--- src/rtl/rx_ctrl_unit.sv ---
// UART receive controller: times the 9 mid-bit shift strobes of a frame, checks the
// stop bit, gates the RX buffer load and tracks data_ready / overrun / framing status.
module rx_ctrl_unit #(
  parameter int CLKS_PER_BIT = 10
) (
  input  logic clk,
  input  logic n_rst,
  input  logic start_bit_detected,
  input  logic stop_bit,
  input  logic data_read,
  output logic shift_strobe,
  output logic load_buffer,
  output logic data_ready,
  output logic overrun_error,
  output logic framing_error,
  output logic busy
);

  localparam int TW = $clog2(2 * CLKS_PER_BIT);
  // First wait lands on the middle of data bit 0 (start bit plus half a bit).
  localparam logic [TW-1:0] START_LOAD = TW'(CLKS_PER_BIT + CLKS_PER_BIT / 2 - 1);
  localparam logic [TW-1:0] BIT_LOAD   = TW'(CLKS_PER_BIT - 1);

  typedef enum logic [1:0] {
    IDLE  = 2'd0,
    RECV  = 2'd1,
    CHECK = 2'd2
  } state_t;

  state_t         state_reg, state_next;
  logic [TW-1:0]  timer_reg, timer_next;
  logic [3:0]     bit_cnt_reg, bit_cnt_next;
  logic           data_ready_reg, overrun_reg, framing_reg;

  always_ff @(posedge clk or negedge n_rst) begin
    if (!n_rst) begin
      state_reg   <= IDLE;
      timer_reg   <= '0;
      bit_cnt_reg <= '0;
    end else begin
      state_reg   <= state_next;
      timer_reg   <= timer_next;
      bit_cnt_reg <= bit_cnt_next;
    end
  end

  always_comb begin
    state_next   = state_reg;
    timer_next   = timer_reg;
    bit_cnt_next = bit_cnt_reg;
    case (state_reg)
      IDLE: begin
        if (start_bit_detected) begin
          state_next   = RECV;
          timer_next   = START_LOAD;
          bit_cnt_next = '0;
        end
      end
      RECV: begin
        if (timer_reg == '0) begin
          timer_next   = BIT_LOAD;
          bit_cnt_next = bit_cnt_reg + 4'd1;
          // The ninth strobe (stop bit) ends reception.
          if (bit_cnt_reg == 4'd8) begin
            state_next = CHECK;
          end
        end else begin
          timer_next = timer_reg - TW'(1);
        end
      end
      CHECK:   state_next = IDLE;
      default: state_next = IDLE;
    endcase
  end

  always_comb begin
    shift_strobe = (state_reg == RECV) && (timer_reg == '0);
    load_buffer  = (state_reg == CHECK) && stop_bit;
    busy         = (state_reg != IDLE);
  end

  always_ff @(posedge clk or negedge n_rst) begin
    if (!n_rst) begin
      data_ready_reg <= 1'b0;
      overrun_reg    <= 1'b0;
      framing_reg    <= 1'b0;
    end else begin
      if (load_buffer) begin
        data_ready_reg <= 1'b1;
      end else if (data_read) begin
        data_ready_reg <= 1'b0;
      end

      if (load_buffer && data_ready_reg && !data_read) begin
        overrun_reg <= 1'b1;
      end else if (data_read) begin
        overrun_reg <= 1'b0;
      end

      if ((state_reg == IDLE) && start_bit_detected) begin
        framing_reg <= 1'b0;
      end else if ((state_reg == CHECK) && !stop_bit) begin
        framing_reg <= 1'b1;
      end
    end
  end

  assign data_ready    = data_ready_reg;
  assign overrun_error = overrun_reg;
  assign framing_error = framing_reg;

endmodule

--- config.mk ---
export PLATFORM = sky130hd
export DESIGN_NAME = rx_ctrl_unit
export DESIGN_NICKNAME = d
export VERILOG_FILES = /design/src/rtl/rx_ctrl_unit.sv
export SDC_FILE = /design/constraint.sdc
export NUM_CORES = 1
export LEC_CHECK = 0
export BUFFER_PORTS_ARGS = -buffer_cell sky130_fd_sc_hd__buf_2
export CAP_MARGIN = 20
export CELL_PAD_IN_SITES_DETAIL_PLACEMENT = 0
export CELL_PAD_IN_SITES_GLOBAL_PLACEMENT = 2
export CORE_MARGIN = 10
export CORE_UTILIZATION = 30
export CTS_CLUSTER_SIZE = 16
export DETAILED_ROUTE_END_ITERATION = 7
export PLACE_DENSITY = 0.72
export SYNTH_ARGS = -nofsm -noshare
export SYNTH_HDL_FRONTEND = slang
export SYNTH_SLANG_ARGS = --single-unit
--- constraint.sdc ---
create_clock -name clk -period 2 [get_ports clk]
set_clock_uncertainty 0.05 [all_clocks]
set_input_delay 0.1 -clock clk [delete_from_list [all_inputs] [get_ports clk]]
set_output_delay 0.1 -clock clk [all_outputs]
set_load 0.1 [all_outputs]
==> results.md <==
- RSZ-0062 raised after global routing: no
- Worst Setup Slack, final: 96.6 ps
- Power Density: 1380 nW/µm²
- CTS max path bufs: 2
- Synth Area per Inst: about 9 µm²
- Switching Share: 0.422
- Clock Sinks: 14
- Critical Path Fanout Max: 6
- Vias in the first global route: 655
- Area Growth Syn to Fin: 25.7%
- Commonest cells in the netlist: 14 x dfrtp_1, 10 x inv_1, 9 x nand2_1
- Die width: roughly 70 µm
- Status: finished clean
- Post-synth top flop: dfrtp_1
- DP HPWL: around 1300 µm
- Internal Power: about 0.75 mW
- Placed cell area: ~870 µm²
- Warnings, synthesis: 0
- GRT Overall Usage: 0.0798
- Initial Util: 0.308
- Fin. Hold Viols: 0
- Via count: around 630
- Die area: 4900 µm²
- Largest net degree at the start of global routing: 15
- Seq/Total Area, Yosys: 0.467
- Slew @ Worst Pin: ~600 ps
- Ys async rst share: 1.00
- Critical Path Source Type: flop
- Period utilization: 0.952
- Max Slew Vio Count: 0
- Final WL: between 1500 and 2000 µm
- TritonCTS clock tree: built
- Required time worst endpoint: around 1900 ps
- Clk pwr share: 0.161
- Crit path DAT: between 1500 and 2000 ps
- Reg clk slew, reported paths: approximately 80 ps
- CTS H-Tree Depth: 1
- Number of flops mapped to enable cells by yosys: 0
- Initial antenna violation count: 0
- # Max-Cap Violations: 0
- Global-route wire length before repair: approximately 3300 µm
- Skew-Pair Late Insertion Delay: 290 ps
- TritonCTS Buffers: 3
- Setup tns final: 0 ps
- Syn Nets: ~90
- Diodes inserted: 0
- Maximum vdd drop: around 630 µV
- Yosys top cell by area: dfrtp_1
- Final ANT Viol Nets: 0
- RD Place Congestion: approximately 0.74
- Mapped Cells: 81
- Buffers on Ports: 10
- Critical path class: flop to output port
- F_max: between 0.5 and 0.6 GHz
- FILL cells: 249
- Layout cell share with drive strength beyond 1: 0.227
- Hold Path Class: input port to flop
- Sequential cell area: approximately 350 µm²
- Yosys cell types: 30
- DRC: 0
- Initial DRT Pass Iterations: 4
- Setup WS pre-CTS: between 150 and 200 ps
- Psw: approximately 0.55 mW
- Final setup viols: 0
- Number of cell rows: 18
- Multi-input logic area: approximately 370 µm²
- Fin crit period: ~1900 ps
- Nets@finish: around 110
- Via density: around 5.0
- CP endpoint kind: output port
- Top Ports: 11
- Number of flip-flops under the largest register name: 5
- Fin Hold WS: around 94 ps
- Final instance area: about 940 µm²
- Static Leak: around 0.46 nW
- Drt initial violations: 31
- Most common cell in the netlist: dfrtp_1
- Core area: 2430 µm²
- Leading post-synthesis cells by cell area: dfrtp_1 47%, ha_1 5.0%, inv_1 5.0%, nand2_1 4.5%, o21ai_0 4.0%
- Area share of the largest cell type after synthesis: 0.467
- Global route overflow: 0
- #FFs+latches synth: 14
- Slew HR: 0.599
- Register share of total power: 0.381
- Root buffer cell: clkbuf_4
- Combinational fraction of design power: 0.458
- DIE HEIGHT: between 60 and 70 µm
- Routed WL per cell: between 10 and 15 µm
- Post-Syn Area: 749 µm²
[power groups by stage]
stage	combinational, mW	sequential [mW]	clock (mW)
after global placement	0.557	0.494	0
after global routing	0.682	0.515	0.236
after CTS	0.576	0.491	0.218
final	0.594	0.494	0.209
after floorplan	0.433	0.466	0
after detailed placement	0.566	0.497	0
[area by class of cell]
| cell class | instances | share of cell area |
|---|---|---|
| clock buffer | 4 | 0.0385 |
| multi-input combinational | 54 | 0.396 |
| tap | 30 | 0.0398 |
| timing repair buffer | 15 | 0.114 |
| sequential | 14 | 0.372 |
| inverter | 10 | 0.0398 |
[worst paths after layout]
| check | from | endpoint | slack, ps | cells past startpoint |
|---|---|---|---|---|
| max reg2reg | timer_reg[1]$_DFFE_PN0P_ | bit_cnt_reg[3]$_DFFE_PN0P_ | 130 | 5 |
| min | stop_bit | framing_error$_DFFE_PN0P_ | 90 | 4 |
| max | timer_reg[1]$_DFFE_PN0P_ | shift_strobe | 100 | 5 |
| max in group asynchronous | n_rst | bit_cnt_reg[3]$_DFFE_PN0P_ | 1470 | 2 |
| min reg2reg | overrun_error$_DFFE_PN0P_ | overrun_error$_DFFE_PN0P_ | 460 | 2 |
| min in group asynchronous | n_rst | data_ready$_DFFE_PN0P_ | 190 | 2 |
[cells in the final DEF (no fill, tap or decap), drive strengths merged]
cell         instances
nor2                 5
nand2b               1
or4b                 1
nand3                2
a311o                1
o211ai               2
clkbuf               4
a22oi                1
ha                   3
nor3                 1
dlygate4sd3          2
nor4b                1
o21bai               1
nor2b                1
a211o                1
nand2                9
a2bb2oi              1
inv                 10
dfrtp               14
or4                  2
and3b                1
mux2i                2
o22ai                1
nor4bb               1
or3                  1
buf                 13
a21o                 1
o21a                 1
o21ai                6
nor4                 2
a21oi                5
[critical path, cell delays in order, from the launching register on]
cell and delay, ps:
dfrtp_1 380, inv_1 110, ha_4 150, or4b_4 520, nor2_4 130, buf_12 180
[stage by stage]
step	cells	util	total power, mW
after detailed placement	121	0.358	1.06
after global routing	127	0.387	1.43
after CTS	126	0.380	1.29
after global placement	121	0.358	1.05
after floorplan	81	-	0.899
final	127	0.387	1.30
[repair_timing]
action                                  4_1_cts  5_1_grt
pin swaps                                     0        2
hold buffers                                  2        0
endpoints found under the setup margin        1        2
endpoints found under the hold margin        15        0
gates resized for setup                       2        2
setup buffers                                 0        1
[per-layer routing]
metal  vias up  track usage  wire [µm]
met3         3       0.0353         72
met5         -            0          0
met1       304       0.0946        808
li1        320            -          -
met4         0       0.0197          8
met2         7        0.128        917
[cells by family after synthesis]
kind of cell | after synthesis | synth area share
DFF | 14 | 0.467
adders and majority gates | 3 | 0.0501
AOI/OAI and AO/OA | 21 | 0.179
buffers and inverters | 13 | 0.0668
and+or+nand+nor | 28 | 0.210
muxes | 2 | 0.0267
No activity file was read; power rests on OpenSTA's default activity.
